`src/rtl/pipelined_adder_pkg.sv`:
```
// Shared types, defaults and sizing helper for the pipelined carry-chunk adder.
// Optional feature macro used across this slice: ADDER_OVF_EN (signed overflow output).
package adder_pkg;

  localparam int ADDER_WIDTH_DEF  = 16;
  localparam int ADDER_STAGES_DEF = 4;

  // Bits summed per pipeline stage; a zero stage count degrades to one full-width stage.
  function automatic int chunk_w(input int width, input int stages);
    return (stages > 0) ? (width / stages) : width;
  endfunction

  localparam int ADDER_CHUNK_DEF = ADDER_WIDTH_DEF / ADDER_STAGES_DEF;

  typedef struct packed {
    logic                                        valid;
    logic                                        carry;
    logic [ADDER_CHUNK_DEF-1:0]                  sum;
    logic [ADDER_WIDTH_DEF-ADDER_CHUNK_DEF-1:0]  pend_a;
    logic [ADDER_WIDTH_DEF-ADDER_CHUNK_DEF-1:0]  pend_b;
  } adder_stage_t;

endpackage

```
`src/rtl/pipelined_adder_if.sv`:
```
// Operand/result handshake bundle for pipelined_adder; slave = adder, master = producer/consumer.
// out_ovf is present only when ADDER_OVF_EN is defined.
interface pipelined_adder_if #(
  parameter int WIDTH = adder_pkg::ADDER_WIDTH_DEF
);
  logic             in_valid;
  logic             in_ready;
  logic [WIDTH-1:0] in_a;
  logic [WIDTH-1:0] in_b;
  logic             in_cin;
  logic             out_valid;
  logic             out_ready;
  logic [WIDTH-1:0] out_sum;
  logic             out_cout;
`ifdef ADDER_OVF_EN
  logic             out_ovf;
`endif

  modport slave (
    input  in_valid, in_a, in_b, in_cin, out_ready,
    output in_ready, out_valid, out_sum, out_cout
`ifdef ADDER_OVF_EN
    , output out_ovf
`endif
  );

  modport master (
    output in_valid, in_a, in_b, in_cin, out_ready,
    input  in_ready, out_valid, out_sum, out_cout
`ifdef ADDER_OVF_EN
    , input out_ovf
`endif
  );

endinterface

```
`src/rtl/pipelined_adder_add_stage.sv`:
```
// One CHUNK-bit slice of the pipelined adder: ripple add of the chunk plus carry-in,
// with registered sum and carry-out that only move when the pipeline advances.
module add_stage #(
  parameter int CHUNK = 4
) (
  input  logic             clk,
  input  logic             rst_n,
  input  logic             en_i,
  input  logic [CHUNK-1:0] a_i,
  input  logic [CHUNK-1:0] b_i,
  input  logic             c_i,
  output logic [CHUNK-1:0] sum_o,
  output logic             cout_o
);

  logic [CHUNK-1:0] sum_q;
  logic [CHUNK-1:0] sum_d;
  logic             cout_q;
  logic             cout_d;

  always_comb begin
    {cout_d, sum_d} = {1'b0, a_i} + {1'b0, b_i} + {{CHUNK{1'b0}}, c_i};
  end

  always_ff @(posedge clk or negedge rst_n) begin
    if (!rst_n) begin
      sum_q  <= '0;
      cout_q <= 1'b0;
    end else if (en_i) begin
      sum_q  <= sum_d;
      cout_q <= cout_d;
    end
  end

  assign sum_o  = sum_q;
  assign cout_o = cout_q;

endmodule

```
`src/rtl/pipelined_adder.sv`:
```
// WIDTH-bit adder split into STAGES chunk stages with a single global advance (valid/ready).
// Define ADDER_OVF_EN to add the registered signed-overflow output out_ovf.
module pipelined_adder
  import adder_pkg::*;
#(
  parameter int WIDTH  = ADDER_WIDTH_DEF,
  parameter int STAGES = ADDER_STAGES_DEF
) (
  input  logic                clk,
  input  logic                rst_n,
  pipelined_adder_if.slave    bus
);

  localparam int CHUNK = chunk_w(WIDTH, STAGES);

  if (STAGES < 1 || (WIDTH % STAGES) != 0) begin : g_bad_cfg
    $fatal(1, "pipelined_adder: WIDTH must be a non-zero multiple of STAGES");
  end

  logic              adv;
  logic [STAGES-1:0] valid_q;
  logic [STAGES-1:0] valid_d;

  // Whole pipe moves together; a full output register blocks everything behind it.
  assign adv         = ~valid_q[STAGES-1] | bus.out_ready;
  assign bus.in_ready = adv;

  if (STAGES == 1) begin : g_valid_one
    assign valid_d = bus.in_valid;
  end else begin : g_valid_many
    assign valid_d = {valid_q[STAGES-2:0], bus.in_valid};
  end

  always_ff @(posedge clk or negedge rst_n) begin
    if (!rst_n) begin
      valid_q <= '0;
    end else if (adv) begin
      valid_q <= valid_d;
    end
  end

  genvar gi;
  for (gi = 0; gi < STAGES; gi++) begin : g_stage
    localparam int LO = gi * CHUNK;
    localparam int HI = LO + CHUNK;

    // rem_*: operand bits not yet summed, lowest chunk belongs to this stage.
    logic [WIDTH-LO-1:0] rem_a;
    logic [WIDTH-LO-1:0] rem_b;
    logic                carry_in;
    logic [CHUNK-1:0]    chunk_sum;
    logic                chunk_cout;
    logic [HI-1:0]       full_sum;

    if (gi == 0) begin : g_src
      assign rem_a    = bus.in_a;
      assign rem_b    = bus.in_b;
      assign carry_in = bus.in_cin;
    end else begin : g_src
      assign rem_a    = g_stage[gi-1].g_pend.opa_q;
      assign rem_b    = g_stage[gi-1].g_pend.opb_q;
      assign carry_in = g_stage[gi-1].chunk_cout;
    end

    add_stage #(
      .CHUNK (CHUNK)
    ) u_add (
      .clk    (clk),
      .rst_n  (rst_n),
      .en_i   (adv),
      .a_i    (rem_a[CHUNK-1:0]),
      .b_i    (rem_b[CHUNK-1:0]),
      .c_i    (carry_in),
      .sum_o  (chunk_sum),
      .cout_o (chunk_cout)
    );

    if (gi == 0) begin : g_low
      assign full_sum = chunk_sum;
    end else begin : g_low
      // Deskew: already-finished low sum bits travel alongside the op.
      logic [LO-1:0] low_q;
      always_ff @(posedge clk or negedge rst_n) begin
        if (!rst_n) begin
          low_q <= '0;
        end else if (adv) begin
          low_q <= g_stage[gi-1].full_sum;
        end
      end
      assign full_sum = {chunk_sum, low_q};
    end

    if (HI < WIDTH) begin : g_pend
      logic [WIDTH-HI-1:0] opa_q;
      logic [WIDTH-HI-1:0] opb_q;
      always_ff @(posedge clk or negedge rst_n) begin
        if (!rst_n) begin
          opa_q <= '0;
          opb_q <= '0;
        end else if (adv) begin
          opa_q <= rem_a[WIDTH-LO-1:CHUNK];
          opb_q <= rem_b[WIDTH-LO-1:CHUNK];
        end
      end
    end
  end

  logic [WIDTH-1:0] sum_out;
  logic             cout_out;

  assign sum_out       = g_stage[STAGES-1].full_sum;
  assign cout_out      = g_stage[STAGES-1].chunk_cout;
  assign bus.out_valid = valid_q[STAGES-1];
  assign bus.out_sum   = sum_out;
  assign bus.out_cout  = cout_out;

`ifdef ADDER_OVF_EN
  // Carry into the MSB is a^b^sum at that bit; keep a^b registered beside the sum.
  logic msb_axb_q;
  always_ff @(posedge clk or negedge rst_n) begin
    if (!rst_n) begin
      msb_axb_q <= 1'b0;
    end else if (adv) begin
      msb_axb_q <= g_stage[STAGES-1].rem_a[CHUNK-1] ^ g_stage[STAGES-1].rem_b[CHUNK-1];
    end
  end
  assign bus.out_ovf = msb_axb_q ^ sum_out[WIDTH-1] ^ cout_out;
`endif

endmodule

```
`src/flat_wrapper.sv`:
```
// flat-port wrapper written by rule: the top's interface ports become plain ports
module pipelined_adder_flat import adder_pkg::*;
#(
  parameter int WIDTH  = ADDER_WIDTH_DEF,
  parameter int STAGES = ADDER_STAGES_DEF
)
  (clk, rst_n, bus_in_valid, bus_in_a, bus_in_b, bus_in_cin, bus_out_ready, bus_in_ready, bus_out_valid, bus_out_sum, bus_out_cout);
  pipelined_adder_if #(.WIDTH(WIDTH)) bus_i ();
  input  logic clk;
  input  logic rst_n;
  input wire logic [$bits(bus_i.in_valid)-1:0] bus_in_valid;
  input wire logic [$bits(bus_i.in_a)-1:0] bus_in_a;
  input wire logic [$bits(bus_i.in_b)-1:0] bus_in_b;
  input wire logic [$bits(bus_i.in_cin)-1:0] bus_in_cin;
  input wire logic [$bits(bus_i.out_ready)-1:0] bus_out_ready;
  output wire logic [$bits(bus_i.in_ready)-1:0] bus_in_ready;
  output wire logic [$bits(bus_i.out_valid)-1:0] bus_out_valid;
  output wire logic [$bits(bus_i.out_sum)-1:0] bus_out_sum;
  output wire logic [$bits(bus_i.out_cout)-1:0] bus_out_cout;
  assign bus_i.in_valid = bus_in_valid;
  assign bus_i.in_a = bus_in_a;
  assign bus_i.in_b = bus_in_b;
  assign bus_i.in_cin = bus_in_cin;
  assign bus_i.out_ready = bus_out_ready;
  assign bus_in_ready = bus_i.in_ready;
  assign bus_out_valid = bus_i.out_valid;
  assign bus_out_sum = bus_i.out_sum;
  assign bus_out_cout = bus_i.out_cout;
  pipelined_adder #(.WIDTH(WIDTH), .STAGES(STAGES)) u_core (.clk(clk), .rst_n(rst_n), .bus(bus_i));
endmodule
```
`config.mk`:
```
export PLATFORM = sky130hd
export DESIGN_NAME = pipelined_adder_flat
export DESIGN_NICKNAME = d
export VERILOG_FILES = /design/src/rtl/pipelined_adder_pkg.sv /design/src/rtl/pipelined_adder_if.sv /design/src/rtl/pipelined_adder_add_stage.sv /design/src/rtl/pipelined_adder.sv /design/src/flat_wrapper.sv
export SDC_FILE = /design/constraint.sdc
export NUM_CORES = 1
export LEC_CHECK = 0
export CORE_ASPECT_RATIO = 0.5
export CORE_MARGIN = 4
export CORE_UTILIZATION = 59
export DETAILED_ROUTE_END_ITERATION = 12
export GPL_TIMING_DRIVEN = 0
export PLACE_DENSITY = 0.93
export SLEW_MARGIN = 20
export SYNTH_ARGS = -nofsm -noshare
export SYNTH_HDL_FRONTEND = slang
export SYNTH_SLANG_ARGS = --single-unit
```
`constraint.sdc`:
```
create_clock -name clk -period 4.04 [get_ports clk]
set_input_delay 0.606 -clock clk [delete_from_list [all_inputs] [get_ports clk]]
set_output_delay 0.606 -clock clk [all_outputs]
set_load 0.01 [all_outputs]
```
==> insert_results.sql <==
INSERT INTO impl_metrics (metric_group, metric, value, unit) VALUES
('global_routing', 'grt_pass1_vias', '3665', ''),
('setup_path', 'criticalPathCategory', 'input pin to output port', ''),
('setup_path', 'setup.worst_path.end_class', 'output port', ''),
('pwr', 'power.switching_fraction', '0.3751', ''),
('pwr', 'switching_power', '0.001515', 'W'),
('clock_tree', 'cts.reportedPaths.clkPinSlew', '70', 'ps'),
('final_layout', 'stdcell_area', '0.005105', 'mm²'),
('clock_tree', 'post_cts_hold_buffer_count', '0', ''),
('clock_tree', 'cts_max_level', '3', ''),
('clock_tree', 'tritoncts_clock_tree', 'built', ''),
('setup_path', 'startpoint_type_of_the_worst_setup_path', 'input pin', ''),
('place', 'place_inst', '592', ''),
('floorplan', 'start_util', '0.6110', ''),
('detailed_routing', 'via_count', '3424', ''),
('pwr', 'power_per_cell_area', '791.1', 'mW/mm²'),
('floorplan', 'die_footprint', '0.008447', 'mm²'),
('pwr', 'power.clock.fraction', '0.214', ''),
('final_layout', 'nFillCells', '397', ''),
('clock_tree', 'cts.path.max_buffers', '2', ''),
('setup_path', 'timing.critical_path.fanout_max', '10', ''),
('place', 'place_hpwl', '6.487', 'mm'),
('final_layout', 'area_growth', '24.20', '%'),
('floorplan', 'core_area', '0.006726', 'mm²'),
('timing', 'max_slew_margin', '0.7469', ''),
('clock_tree', 'tritoncts.num_buffers', '9', ''),
('global_routing', 'global_route_wire_length_before_repair', '18.33', 'mm'),
('synthesis', 'synth_area', '0.004110', 'mm²'),
('timing', 'grt_setup_unrepaired', 'no', ''),
('detailed_routing', 'first_pass_iters', '7', ''),
('pwr', 'leakagePower', '2.634', 'nW'),
('timing', 'fin_crit_sh', '0.7090', ''),
('pwr', 'highest_ir_drop_seen_on_vdd', '0.3401', 'mV'),
('floorplan', 'pin_count', '56', ''),
('synthesis', 'yosysWarningCount', '0', ''),
('clock_tree', 'ctsRootBufferMaster', 'clkbuf_16', ''),
('clock_tree', 'worst_skew_pair.late_latency', '350', 'ps'),
('final_layout', 'insertedDiodeCount', '0', ''),
('pwr', 'share_seq_of_total_power', '0.408', ''),
('setup_path', 'worstPathArrival', '2260', 'ps'),
('floorplan', 'die-height', '67.02', 'µm'),
('timing', 'finalClockSkew', '6.174', 'ps'),
('detailed_routing', 'postRouteAntennaNets', '0', ''),
('final_layout', 'drive_above_1_share', '0.07946', ''),
('outcome', 'status', 'completed', ''),
('synthesis', 'syn-num-nets', '501', ''),
('timing', 'worst_pin_slew', '379.6', 'ps'),
('timing', 'clock.fmax', '349.1', 'MHz'),
('place', 'io_buffers', '55', ''),
('global_routing', 'pin_count_of_the_biggest_net_entering_global_routing', '59', ''),
('synthesis', 'post_synth.cell_area_avg', '9.257', 'µm²'),
('place', 'place_area', '0.004805', 'mm²'),
('detailed_routing', 'drtIter0Drc', '361', ''),
('worst_hold_path', 'hold_path.class', 'input pin to async pin', ''),
('floorplan', 'placementRows', '21', ''),
('detailed_routing', 'post_detailed_route_via_to_cell_ratio', '5.632', ''),
('detailed_routing', 'wl_per_cell', '18.46', 'µm'),
('clock_tree', 'clkSinkCount', '96', ''),
('clock_tree', 'post_cts_buffers', '0', ''),
('timing', 'layout_min_cycle_time', '2864', 'ps'),
('setup_path', 'worst_ep_required_time', '3430', 'ps'),
('synthesis', 'post_synth_inst_count', '444', ''),
('timing', 'timing.final.max_slew_violations', '0', ''),
('place', 'gp_routability_congestion', '0.8004', ''),
('pwr', 'p_int', '0.002524', 'W'),
('final_layout', 'layoutNonFillerInstCount', '608', ''),
('synthesis', 'synth.yosys.seq_area_share', '0.5845', ''),
('pwr', 'comb_power_share', '0.378', ''),
('synthesis', 'ys_types', '22', ''),
('timing', 'finalSetupViolCount', '0', ''),
('detailed_routing', 'remaining_drc_errors', '0', ''),
('floorplan', 'dieWidth', '126.0', 'µm'),
('final_layout', 'final_net_count', '568', ''),
('global_routing', 'globalRoute.totalOverflow', '0', ''),
('clock_tree', 'post_cts_resize_count', '0', ''),
('synthesis', 'synth-seq-cells', '96', ''),
('timing', 'fin_setup_tns', '0', 'ps'),
('detailed_routing', 'routed_wirelength', '11.22', 'mm'),
('run', 'drv_cap', '0', ''),
('global_routing', 'grt_util_all_layers', '0.2892', ''),
('timing', 'report.final.hold_viol_count', '0', ''),
('global_routing', 'antenna_found_initial', '0', '');
==> stage by stage <==
stage / hold WS, ps / setup WS, ps / power (W) / utilization
2_1_floorplan: 310.4 / 2265 / 0.002466 / -
3_3_place_gp: 442.6 / -1030 / 0.002920 / 0.7100
3_5_place_dp: 454.1 / 1266 / 0.003043 / 0.7143
4_1_cts: 172.7 / 1209 / 0.004004 / 0.7589
5_1_grt: 189.3 / 1137 / 0.004279 / 0.7589
6_report: 157.6 / 1176 / 0.004039 / 0.7589
==> power by group through the flow <==
stage	clock network [W]	logic (W)	registers, W
after floorplan	0	0.000855	0.00161
after global placement	0	0.00132	0.00160
after detailed placement	0	0.00142	0.00163
after CTS	0.000861	0.00151	0.00163
after global routing	0.000898	0.00170	0.00168
final	0.000863	0.00153	0.00165
==> synthesized netlist by cell type <==
master | n | area, µm²
a211oi_1 | 1 | 7.510
a21o_1 | 4 | 30.03
a21oi_1 | 11 | 55.05
buf_2 | 16 | 80.08
buf_4 | 4 | 30.03
buf_6 | 1 | 11.26
dfrtp_1 | 96 | 2402
fa_1 | 8 | 160.2
ha_1 | 12 | 150.1
inv_1 | 14 | 52.55
inv_2 | 1 | 3.750
nand2_1 | 233 | 874.6
nand2b_1 | 1 | 6.260
nor2_1 | 10 | 37.54
nor2b_1 | 3 | 18.77
nor2b_4 | 2 | 27.53
nor3_1 | 1 | 5.000
o21a_1 | 2 | 15.01
o21ai_0 | 19 | 95.09
o31ai_2 | 1 | 12.51
xnor2_1 | 1 | 8.760
xor2_1 | 3 | 26.28
==> worst max-delay path, cell delays in order <==
cell	delay (ps)
clkdlybuf4s50_1	520
nor2b_4	60
inv_2	70
buf_6	130
buf_2	280
clkdlybuf4s50_1	590
==> cells in the final DEF (no fill, tap or decap), drive strengths merged <==
cell,n
fa,8
clkbuf,12
clkdlybuf4s50,54
a21o,4
dfrtp,96
a21oi,11
inv,15
nand2,233
xnor2,1
nor2b,5
o21a,2
o21ai,19
nor2,10
clkinvlp,2
ha,12
bufinv,1
clkinv,1
a211oi,1
nor3,1
buf,23
xor2,3
nand2b,1
o31ai,1
==> state kept, by name (all words and copies together) (netlist names) <==
signal,flops
u_core.g_stage.g_pend.opa_q,24
u_core.g_stage.u_add.sum_o,16
u_core.valid_q,4
u_core.g_stage.u_add.cout_o,4
u_core.g_stage.g_pend.opb_q,24
u_core.g_stage.g_low.low_q,24
==> final timing paths <==
path,start,end,slack [ps],cells after the start
max,bus_out_ready,bus_in_ready,1180,6
min,rst_n,u_core.g_stage[0].g_pend.opa_q[3]$_DFFE_PN0P_,160,1
max reg2reg,u_core.g_stage[0].g_pend.opb_q[0]$_DFFE_PN0P_,u_core.g_stage[1].u_add.cout_o$_DFFE_PN0P_,2080,5
min reg2reg,u_core.g_stage[3].g_low.low_q[5]$_DFFE_PN0P_,u_core.g_stage[3].g_low.low_q[5]$_DFFE_PN0P_,460,2
max in group asynchronous,rst_n,u_core.g_stage[3].g_low.low_q[4]$_DFFE_PN0P_,3280,2
min in group clk,u_core.g_stage[3].g_low.low_q[5]$_DFFE_PN0P_,u_core.g_stage[3].g_low.low_q[5]$_DFFE_PN0P_,460,2
==> layout make-up <==
class	instances	area [µm²]	share of cell area
Sequential cell	96	2402	0.4706
Multi-Input combinational cell	312	1530	0.2998
Timing Repair Buffer	56	579.3	0.1135
Clock buffer	12	246.5	0.04828
Buffer	21	121.4	0.02377
Tap cell	92	115.1	0.02255
Inverter	15	56.30	0.01103
Clock inverter	4	53.80	0.01054
==> cells by family (layout without fill, tap and decap cells) <==
group / Yosys count / in the layout / share of synthesized area
AND/OR/NAND/NOR: 250 / 250 / 0.2359
adder cells (fa/ha/maj): 20 / 20 / 0.07549
XOR/XNOR: 4 / 4 / 0.008525
AO/OA/AOI/OAI: 38 / 38 / 0.05236
buffers and inverters: 36 / 108 / 0.04323
flip-flops: 96 / 96 / 0.5845
==> metal layers <==
layer  track usage  vias to the layer above  part of all wire
met5             0                        -                 0
met4        0.1698                        0             0.042
met3       0.08567                       51             0.074
met2        0.4993                      192              0.50
met1        0.3263                     1682              0.38
li1              -                     1499                 -
Note: power is estimated with default switching activity, not from simulation.
==> RTL change (same settings) <==
The package constant `ADDER_STAGES_DEF` goes from 4 to 8.
--- a/src/rtl/pipelined_adder_pkg.sv
+++ b/src/rtl/pipelined_adder_pkg.sv
@@ -5,3 +5,3 @@
   localparam int ADDER_WIDTH_DEF  = 16;
-  localparam int ADDER_STAGES_DEF = 4;
+  localparam int ADDER_STAGES_DEF = 8;
 
Behaviour: not the same (a bounded check fails within 10 cycles, from zero or initial values and one cycle with rst_n low).
==> RTL change against the unedited design <==
Cell area is 95% higher; sequential cell count increased by 104; highest routed layer unchanged; maximum frequency up 2.6%; global-route usage shrank 7.7 points; clock power increased by 84%; critical path type is now reg2out; worst setup slack improved by 0.072 ns; area after synthesis rose by 110%; largest power group unchanged; routed wire length is 46% higher; non-clock buffer count grew 3; total power grew 110%; via count up 20%; cell count rose by 28%.
==> RTL change: results (changes against the unedited design) <==
Fillers -> 800 (+100%)
Sequential cells -> 200 (+110%)
Status -> finished clean
Vias -> 4120 (+20%)
XOR/XNOR Fraction of Synth Area -> 0% (-0.85 points)
Met3 global-route usage -> 4.604% (-4.0 points)
Synth Area in Compound Gates -> 0.9881% (-4.2 points)
Bufs w/o clock -> 80 (+3.9%)
Inst Count DP -> 746 (+26%)
Nets -> 626 (+10%)
First-pass DRT Iterations -> 4 (-3)
Share of cells above drive strength 1 -> 39.66% (+32 points)
Synth Area in Adders -> 3.720% (-3.8 points)
Main combinational cell family by area after synthesis -> multiplexers
All-Layer GR Usage -> 21.23% (-7.7 points)
WL per Instance -> 21.02 um (+14%)
Met3 WL -> 600 um (-28%)
Clk cell area share -> 5.460% (-0.42 points)
FF/Latch Area -> 5005 sq um (+110%)
Multi-input comb cells -> 234 (-25%)
Pin count of the biggest net entering global routing -> 109 (+85%)
Area Growth Syn to Fin -> 15.77%
Fraction of synthesized area in multiplexers -> 30.80% (+31 points)
Critical path's largest stage delay -> 0.55 ns (-0.04 ns)
Placer Congestion -> 0.7900 (-1.3%)
Worst VDD drop -> 0.3791 mV (+11%)
Biggest regs -> u_core.g_stage.g_pend.opa_q: 56 flops, u_core.g_stage.g_pend.opb_q: 56 flops, u_core.g_stage.g_low.low_q: 56 flops
Dpl hpwl -> 10560 um (+63%)
Fin cells -> 777 (+28%)
Syn Nets -> 552 (+10%)
Critical path arrival -> 2.19 ns (-0.07 ns)
GR Util met1 -> 27.57% (-5.1 points)
H-tree lvl count -> 4 (+1)
Synthesized cell area -> 8611 sq um (+110%)
Distinct cells, synth -> 14 (-36%)
Avg Cell Area, Syn -> 17.26 sq um (+86%)
Multi-input combinational area share -> 32.16% (+2.2 points)
-- RTL change: worst paths after layout --
| path | start | slack [ns] | depth (start not counted) | endpoint |
|---|---|---|---|---|
| max reg2reg | u_core.g_stage[5].g_pend.opb_q[0] | 2.35 | 4 | u_core.g_stage[6].u_add.sum_o[1] |
| max in group asynchronous | rst_n | 2.92 | 2 | u_core.g_stage[7].g_low.low_q[4] |
| min | rst_n | 0.17 | 1 | u_core.g_stage[1].g_pend.opa_q[8] |
| max | u_core.valid_q[7] | 1.25 | 5 | bus_in_ready |
| min in group clk | u_core.g_stage[2].g_low.low_q[3] | 0.51 | 1 | u_core.g_stage[3].g_low.low_q[3] |
| min reg2reg | u_core.g_stage[2].g_low.low_q[3] | 0.51 | 1 | u_core.g_stage[3].g_low.low_q[3] |
-- RTL change: power by group --
part / leakage [nW] / internal [W] / switching, W
Clock: 0.256 / 0.000800 / 0.000793
Sequential: 2.30 / 0.00296 / 0.000634
Combinational: 2.27 / 0.00195 / 0.00115
Total: 4.82 / 0.00571 / 0.00258
